File: config.mk
export PLATFORM = sky130hd
export DESIGN_NAME = fetch_queue
export DESIGN_NICKNAME = d
export VERILOG_FILES = /design/src/rtl/cpu_pkg.sv /design/src/rtl/sync_fifo.sv /design/src/rtl/fetch_queue.sv
export SDC_FILE = /design/constraint.sdc
export NUM_CORES = 1
export LEC_CHECK = 0
export BUFFER_PORTS_ARGS = -buffer_cell sky130_fd_sc_hd__buf_2
export CAP_MARGIN = 20
export CORE_UTILIZATION = 41
export DETAILED_ROUTE_END_ITERATION = 10
export PLACE_DENSITY_LB_ADDON = 0.2
export SYNTH_ARGS = -nofsm -noshare
export SYNTH_HDL_FRONTEND = slang
export SYNTH_SLANG_ARGS = --single-unit
export TNS_END_PERCENT = 20
File: constraint.sdc
create_clock -name clock -period 3.2 [get_ports clock]
set_input_delay 0.16 -clock clock [delete_from_list [all_inputs] [get_ports clock]]
set_output_delay 0.16 -clock clock [all_outputs]
set_load 0.005 [all_outputs]
File: src/rtl/cpu_pkg.sv
// Shared CPU definitions used by the fetch front end and its FIFO.
//   NOP_INSTR     : word the core executes as a no-op when nothing is valid
//   INSTR_W       : instruction width
//   PC_STEP       : byte increment between sequential fetches
//   fetch_entry_t : one buffered fetch, {pc, instr}
package cpu_pkg;
    localparam int          INSTR_W   = 32;
    localparam logic [31:0] NOP_INSTR = 32'h0000_0000;
    localparam logic [31:0] PC_STEP   = 32'd4;

    typedef struct packed {
        logic [31:0]        pc;
        logic [INSTR_W-1:0] instr;
    } fetch_entry_t;
endpackage

File: src/rtl/sync_fifo.sv
// Synchronous FIFO with occupancy count and flush.
//   clock : rising-edge clock
//   flush : empties the FIFO; wins over push and pop
//   push  : write wdata at the tail (may coincide with pop when full)
//   pop   : advance the head (caller guarantees count != 0)
//   wdata : data to write
//   head  : data at the head; undefined when count == 0
//   count : number of stored entries, 0..DEPTH
module sync_fifo #(
    parameter int DEPTH = 4,
    parameter int WIDTH = 64
) (
    input  logic                         clock,
    input  logic                         flush,
    input  logic                         push,
    input  logic                         pop,
    input  logic [WIDTH-1:0]             wdata,
    output logic [WIDTH-1:0]             head,
    output logic [$clog2(DEPTH+1)-1:0]   count
);
    localparam int AW = $clog2(DEPTH);
    localparam int CW = $clog2(DEPTH+1);

    logic [WIDTH-1:0] mem [DEPTH];
    logic [AW-1:0]    rd_ptr;
    logic [AW-1:0]    wr_ptr;

    // Storage has no reset; only the pointers define what is valid.
    always_ff @(posedge clock) begin
        if (push && !flush) mem[wr_ptr] <= wdata;
    end

    always_ff @(posedge clock) begin
        if (flush) begin
            rd_ptr <= '0;
            wr_ptr <= '0;
            count  <= '0;
        end else begin
            if (push) wr_ptr <= wr_ptr + AW'(1);
            if (pop)  rd_ptr <= rd_ptr + AW'(1);
            case ({push, pop})
                2'b10:   count <= count + CW'(1);
                2'b01:   count <= count - CW'(1);
                default: count <= count;
            endcase
        end
    end

    assign head = mem[rd_ptr];
endmodule

File: src/rtl/fetch_queue.sv
// Instruction-fetch front end feeding the pipelined core.
// Generates sequential word-aligned fetch addresses, issues them to a
// 1-cycle-latency instruction memory and buffers returned words with their
// PCs. A redirect flushes the buffer and drops any in-flight response.
//   clock       : rising-edge clock
//   start       : synchronous active-low reset
//   imem_req    : fetch request this cycle
//   imem_addr   : word-aligned request address
//   imem_valid  : response valid, one cycle after imem_req
//   imem_data   : returned instruction word
//   redirect    : branch/jump taken; flush and refetch from redirect_pc
//   redirect_pc : new target, bits [1:0] ignored
//   instr_ready : core accepts instr_out this cycle
//   instr_valid : instr_out/instr_pc hold a real instruction
//   instr_out   : head instruction, NOP when not valid
//   instr_pc    : head PC, 0 when not valid
module fetch_queue
    import cpu_pkg::*;
#(
    parameter int          DEPTH    = 4,
    parameter logic [31:0] RESET_PC = 32'h0000_0000
) (
    input  logic               clock,
    input  logic               start,
    output logic               imem_req,
    output logic [31:0]        imem_addr,
    input  logic               imem_valid,
    input  logic [INSTR_W-1:0] imem_data,
    input  logic               redirect,
    input  logic [31:0]        redirect_pc,
    input  logic               instr_ready,
    output logic               instr_valid,
    output logic [INSTR_W-1:0] instr_out,
    output logic [31:0]        instr_pc
);
    localparam int CW = $clog2(DEPTH+1);
    localparam int EW = $bits(fetch_entry_t);

    logic [31:0]   fetch_pc;
    logic [31:0]   inflight_pc;
    logic          inflight;
    logic [CW-1:0] count;
    logic [CW:0]   used;
    logic          has_credit;
    logic          push;
    logic          pop;
    logic          flush;
    fetch_entry_t  wr_entry;
    fetch_entry_t  head_entry;
    logic [EW-1:0] head_bits;

    // Credits: a slot is reserved for every outstanding request so that a
    // response can always be pushed without overflow.
    always_comb begin
        used       = {1'b0, count} + {{CW{1'b0}}, inflight};
        has_credit = used < (CW+1)'(DEPTH);
    end

    assign imem_req  = start && !redirect && has_credit;
    assign imem_addr = fetch_pc;

    // inflight gating drops a response to a request issued before a reset.
    assign push  = imem_valid && inflight && !redirect;
    assign pop   = instr_valid && instr_ready;
    assign flush = !start || redirect;

    always_ff @(posedge clock) begin
        if (!start) begin
            fetch_pc    <= RESET_PC;
            inflight    <= 1'b0;
            inflight_pc <= RESET_PC;
        end else begin
            inflight    <= imem_req;
            inflight_pc <= fetch_pc;
            if (redirect)
                fetch_pc <= {redirect_pc[31:2], 2'b00};
            else if (imem_req)
                fetch_pc <= fetch_pc + PC_STEP;
        end
    end

    always_comb begin
        wr_entry       = '0;
        wr_entry.pc    = inflight_pc;
        wr_entry.instr = imem_data;
    end

    sync_fifo #(.DEPTH(DEPTH), .WIDTH(EW)) u_fifo (
        .clock (clock),
        .flush (flush),
        .push  (push),
        .pop   (pop),
        .wdata (wr_entry),
        .head  (head_bits),
        .count (count)
    );

    assign head_entry  = head_bits;
    assign instr_valid = (count != '0);
    assign instr_out   = instr_valid ? head_entry.instr : NOP_INSTR;
    assign instr_pc    = instr_valid ? head_entry.pc    : 32'h0;
endmodule

==> results of run 1 <==
==> how the worst min path moves through the flow <==
stage	slack, ns	startpoint	endpoint
after floorplan	0.26	imem_data[0]	u_fifo.mem[0][0]
after global placement	0.38	imem_data[2]	u_fifo.mem[2][2]
after detailed placement	0.38	imem_data[30]	u_fifo.mem[0][30]
after CTS	0.02	redirect_pc[13]	imem_addr[13]
after global routing	0.03	redirect_pc[13]	imem_addr[13]
final	0.03	redirect_pc[13]	imem_addr[13]
==> worst max-delay path, cell delays in order (launching register included) <==
cell and delay (ns):
dfxtp_4 0.58, buf_4 0.34, mux4_2 0.56, and2_1 0.17
buf_2 0.12
==> stage by stage <==
step           utilization  total power, W  hold slack, ns
2_1_floorplan            -        0.004749          0.2589
3_3_place_gp        0.4650        0.004887          0.3789
3_5_place_dp        0.4650        0.004892          0.3807
4_1_cts             0.5212        0.008684         0.01567
5_1_grt             0.5212        0.008877         0.02789
6_report            0.5212        0.008588         0.03263
==> cell families (layout without fill, tap and decap cells) <==
family | after synthesis | after routing | synth area share
flops | 318 | 318 | 0.7109
simple gates | 212 | 212 | 0.09751
compound gates | 72 | 72 | 0.03810
mux | 65 | 65 | 0.1149
buf+inv | 62 | 323 | 0.02433
xor+xnor | 9 | 9 | 0.006333
fa+ha+maj | 7 | 7 | 0.007640
other cells | 1 | 4 | 0.0003013
==> power breakdown <==
group          internal (W)  total [W]  switching [W]
sequential          0.00449    0.00455      0.0000604
combinational      0.000161   0.000317       0.000156
clock               0.00222    0.00372        0.00151
total               0.00686    0.00859        0.00173
==> cell type report <==
type	instances	area, um^2
well taps	390	488.0
clock inverters	16	138.9
inverters	18	67.56
repair buffers	245	1689
flip-flops and latches	318	8856
fillers	2451	14230
clock buffers	44	929.6
multi-input cells	369	3318
==> flip-flops by register name, indices dropped and copies added (netlist names), named ones only <==
| signal | cells |
|---|---|
| imem_addr | 30 |
| inflight | 1 |
| inflight_pc | 30 |
| u_fifo.count | 3 |
| u_fifo.mem | 248 |
| u_fifo.rd_ptr | 2 |
| u_fifo.wr_ptr | 2 |
==> layout by cell type (no fill, tap or decap), drive strengths merged, types with 2 or more instances in the layout <==
cell / synthesis / layout
and3: 5 / 5
nor3: 6 / 6
nand4: 15 / 15
edfxtp: 248 / 248
mux2: 3 / 3
o22ai: 3 / 3
clkbuf: 31 / 44
mux4: 62 / 62
bufinv: 0 / 2
nand2: 35 / 35
a2bb2oi: 3 / 3
a221oi: 2 / 2
a21o: 3 / 3
o21a: 3 / 3
xnor2: 2 / 2
nor2: 30 / 30
o311ai: 2 / 2
o21ai: 11 / 11
inv: 18 / 19
clkinvlp: 0 / 4
conb: 1 / 4
a22oi: 3 / 3
nor4: 5 / 5
buf: 13 / 185
a311oi: 2 / 2
o31ai: 3 / 3
dfxtp: 70 / 70
o211ai: 4 / 4
ha: 6 / 6
clkinv: 0 / 9
xor2: 7 / 7
and2: 90 / 90
dlygate4sd3: 0 / 60
nand3: 17 / 17
or3: 3 / 3
or4: 2 / 2
a31oi: 6 / 6
a32oi: 3 / 3
a21oi: 20 / 20
==> metal layers <==
layer | routed length (um) | global-route usage
met2 | 12350 | 0.2776
met3 | 1692 | 0.03079
met4 | 379 | 0.04384
met5 | 0 | 0
met1 | 12450 | 0.2607
==> run_results.csv, run 1 <==
group,metric,value,unit
layout,final_cell_count_no_fill,1400,
synth,synth_top_area_cell,"edfxtp_1",
global_route,grt_overflow,0,
power,p_leak,5.529,nW
worst_hold_path,hp-class,"primary input to flop",
global_route,grt_max_degree,64,
synth,synth_seq_area_share,0.7109,
floorplan,dieHeight,176.2,um
timing,fin_ws,0.7616,ns
placement,portBuffers,160,
floorplan,fp.dieW,176.2,um
timing,fin_crit,2.438,ns
timing,drv_slew,0,
setup_path,crit_arrival,2.28,ns
global_route,antenna_found_initial,0,
synth,synth.top_cells.by_area,"edfxtp_1, dfxtp_1, mux4_2",
synth,yosysWarnings,0,
setup_path,r2r-start,"imem_addr[2]",
outcome,status,"finished clean",
cts,clock_sinks,318,
setup_path,reg2reg_slack,0.95,ns
route,drc,0,
synth,synth_ff_type,"edfxtp_1",
global_route,grt_pass1_wl,42480,um
cts,cts_buffer_depth,3,
layout,area_growth,24.43,%
setup_path,worstSetupPathType,"flop to primary output",
layout,final_area,0.01549,mm^2
global_route,track_usage,0.1784,
job,max_cap_violations,0,
route,ant_nets,0,
synth,postSynthAreaPerCell,16.68,um^2
route,via_per_inst,5.106,
floorplan,start_util,0.4188,
synth,synth_cells,746,
route,drt-wirelength-per-cell,19.20,um
power,vdd_ir_drop_max,0.3045,mV
layout,drive_above_1_share,0.3149,
setup_path,worstSetupEndpoint,"instr_pc[8]",
cts,ctsHoldBuffers,60,
synth,synth.distinct_cells,55,
synth,synth_top_area_frac,0.5983,
setup_path,crit_required,3.04,ns
synth,ys_async_sr_fraction,0,
synth,synth-edff-count,248,
cts,numCtsBuffers,34,
timing,setup_viol,0,
timing,rsz0062_at_grt,"false",
timing,final.period_utilization,0.7620,
cts,cts_setup_buffers,0,
synth,synth_common_cells,"edfxtp_1, and2_1, dfxtp_1, mux4_2, nand2_1",
timing,skew,0.01204,ns
route,vias,7149,
setup_path,end_kind,"primary output",
placement,dp_cells,1280,
setup_path,cp-start-kind,"flop",
cts,root_buffer,"clkbuf_16",
synth,ys_ff_latch,318,
route,wl,26880,um
setup_path,reg2reg_depth,6,
global_route,grt_pass1_vias,7329,
cts,clkTransAtPathRegs,0.06,ns
timing,tightest_slew,0.7583,ns
worst_hold_path,holdPathStages,4,
timing,hold_viol_final,0,
placement,gp_congestion,0.7748,
cts,cts_resized,0,
cts,tritoncts,"yes",
placement,place_ws,1.009,ns
timing,fin_tns_setup,0,ns
power,p_per_area,554.5,mW/mm^2
floorplan,core_region_area,0.02972,mm^2
setup_path,r2r_end,"imem_addr[26]",
floorplan,fp-row-count,63,
placement,place_area,0.01382,mm^2
floorplan,die-area,0.03106,mm^2
setup_path,critPathMaxFanout,17,
layout,final_nets,1062,
route,drtIter0Drc,468,
synth,synth_area,0.01245,mm^2
placement,place.detailed.hpwl,16980,um
synth,yosysMostFrequentCell,"edfxtp_1",
timing,max_freq,410.1,MHz
route,drtPass1Iterations,4,
cts,htree_levels,2,
timing,relSlewSlack,0.4903,
cts,clock_latency,0.50,ns
floorplan,io_pins,167,
layout,diodes,0,
No activity file was read; power rests on OpenSTA's default activity.
==> inputs of run 2 (changes only) <==
==> constraint.sdc (replaced) <==
create_clock -name clock -period 2.2 [get_ports clock]
set_input_delay 0.11 -clock clock [delete_from_list [all_inputs] [get_ports clock]]
set_output_delay 0.11 -clock clock [all_outputs]
set_load 0.005 [all_outputs]
==> run 2 against run 1 <==
Power increased by 49%. Combinational power increased by 52%. Sequential share of layout area decreased by 0.81 points. Largest cell class unchanged. Sequential power increased by 45%. Critical endpoint is now instr_out[13].
==> run_results.csv, run 2 (synthesis results as in run 1) <==
group,metric,value,unit
outcome,status,"finished clean",
route,drtIter0Drc,403,
power,p_leak,5.658,nW
route,drtPass1Iterations,6,
route,drc,0,
placement,gp_congestion,0.8041,
cts,root_buffer,"clkbuf_16",
global_route,grt_overflow,0,
timing,tightest_slew,0.5061,ns
placement,place_area,0.01393,mm^2
global_route,grt_pass1_wl,42210,um
global_route,grt_max_degree,64,
layout,final_nets,1079,
setup_path,critPathSlowestCell,"mux4_2",
route,ant_nets,0,
route,drt-wirelength-per-cell,19.21,um
timing,relSlewSlack,0.6622,
layout,drive_above_1_share,0.3259,
cts,htree_levels,2,
layout,postLayoutCoreUtil,0.5286,
setup_path,critPathMaxStageDelay,0.53,ns
cts,clock_latency,0.51,ns
timing,rsz0062_at_grt,"false",
global_route,grt_pass1_vias,7374,
layout,layout_commonest_cell,"edfxtp_1",
setup_path,worstSetupPathType,"flop to primary output",
power,p_per_area,812.6,mW/mm^2
job,max_cap_violations,0,
layout,largest_register_ffs,248,
cts,tritoncts,"yes",
route,via_per_inst,5.123,
timing,fin_ws,0.1142,ns
timing,drv_slew,0,
setup_path,crit_arrival,1.98,ns
timing,final.period_utilization,0.9481,
placement,place.detailed.hpwl,16750,um
global_route,track_usage,0.1781,
cts,clock_sinks,318,
placement,place_ws,0.1530,ns
timing,setup_viol,0,
layout,final_cell_mix,"edfxtp_1, buf_2, and2_1, dfxtp_1, dlygate4sd3_1",
floorplan,die-area,0.03106,mm^2
layout,regMostFlops,"u_fifo.mem",
setup_path,end_kind,"primary output",
timing,holdWs,0.02268,ns
setup_path,cp-start-kind,"flop",
cts,cts_buffer_depth,3,
timing,max_freq,479.4,MHz
timing,fin_crit,2.086,ns
layout,final_area,0.01571,mm^2
floorplan,start_util,0.4188,
timing,fin_tns_setup,0,ns
cts,numCtsBuffers,35,
setup_path,crit_required,2.09,ns
floorplan,fp.dieW,176.2,um
floorplan,fp-row-count,63,
route,vias,7269,
power,vdd_ir_drop_max,0.5133,mV
layout,area_growth,26.21,%
route,wl,27260,um
setup_path,critPathMaxFanout,24,
layout,fillers,2431,
timing,hold_viol_final,0,
floorplan,core_region_area,0.02972,mm^2
timing,skew,0.01716,ns
global_route,antenna_found_initial,2,
worst_hold_path,hp-class,"primary input to flop",
cts,clkTransAtPathRegs,0.06,ns
setup_path,crit_chain,"buf_12, mux4_2, and2_1, buf_2",
floorplan,io_pins,167,
placement,portBuffers,160,
floorplan,dieHeight,176.2,um
-- run 2: cell count changes in the layout (fill, tap and decap cells not counted), moves of 2 or more --
| cell | previous run | this run |
|---|---|---|
| clkinv_2 | 5 | 10 |
| clkinvlp_4 | 4 | 2 |
| clkbuf_1 | 7 | 4 |
| clkbuf_16 | 35 | 37 |
| buf_12 | 8 | 10 |
| buf_4 | 17 | 26 |
| clkbuf_8 | 2 | 0 |
| dlygate4sd3_1 | 60 | 63 |
-- run 2: power breakdown --
part           internal, W  switching, W  total (W)
clock              0.00341       0.00226    0.00567
sequential         0.00653     0.0000801    0.00661
combinational     0.000248      0.000235   0.000483
total               0.0102       0.00258     0.0128
-- run 2: layout make-up --
type / instances / area [um^2] / share of cell area
inverter: 18 / 67.56 / 0.004301
tap: 390 / 488.0 / 0.03106
multi-input combinational: 369 / 3318 / 0.2112
clock inverter: 21 / 182.7 / 0.01163
antenna: 1 / 2.502 / 0.0001593
sequential: 318 / 8856 / 0.5638
timing repair buffer: 261 / 1853 / 0.1180
clock buffer: 41 / 940.9 / 0.05990
-- run 2: timing repair --
action                                  CTS  global route
endpoints found under the hold margin   159             0
buffers inserted                          0             1
endpoints found under the setup margin   29            15
hold buffers                             63             0
resized for setup                         1             0
-- run 2: final timing paths --
kind,slack (ns),to,start,depth (start not counted)
setup / recovery,0.11,instr_out[13],flop,4
hold / removal,0.02,imem_addr[31],redirect_pc[31],4
setup reg to reg,0.12,u_fifo.count[2],u_fifo.count[0],8
hold reg to reg,0.47,u_fifo.mem[0][50],inflight_pc[18],0
-- run 2: worst max-delay path, delay by kind of cell, from the launching register on --
kind	cells	cell delay (ns)
simple gates	1	0.18
flops	1	0.40
buf+inv	2	0.36
mux	1	0.53
-- run 2: per-layer routing --
layer | up-vias | part of all wire | track usage | wire [um]
met2 | 219 | 0.47 | 0.2833 | 12690
met4 | 2 | 0.016 | 0.04529 | 447
met3 | 38 | 0.066 | 0.03962 | 1808
met1 | 3630 | 0.45 | 0.2480 | 12300
li1 | 3380 | - | - | -
met5 | - | 0.00048 | 0 | 13
-- run 2: through the flow --
stage | total power [W] | instances
floorplan | 0.006907 | 749
global placement | 0.007122 | 1292
detailed placement | 0.007128 | 1292
CTS | 0.01290 | 1417
global route | 0.01318 | 1419
finish | 0.01276 | 1419
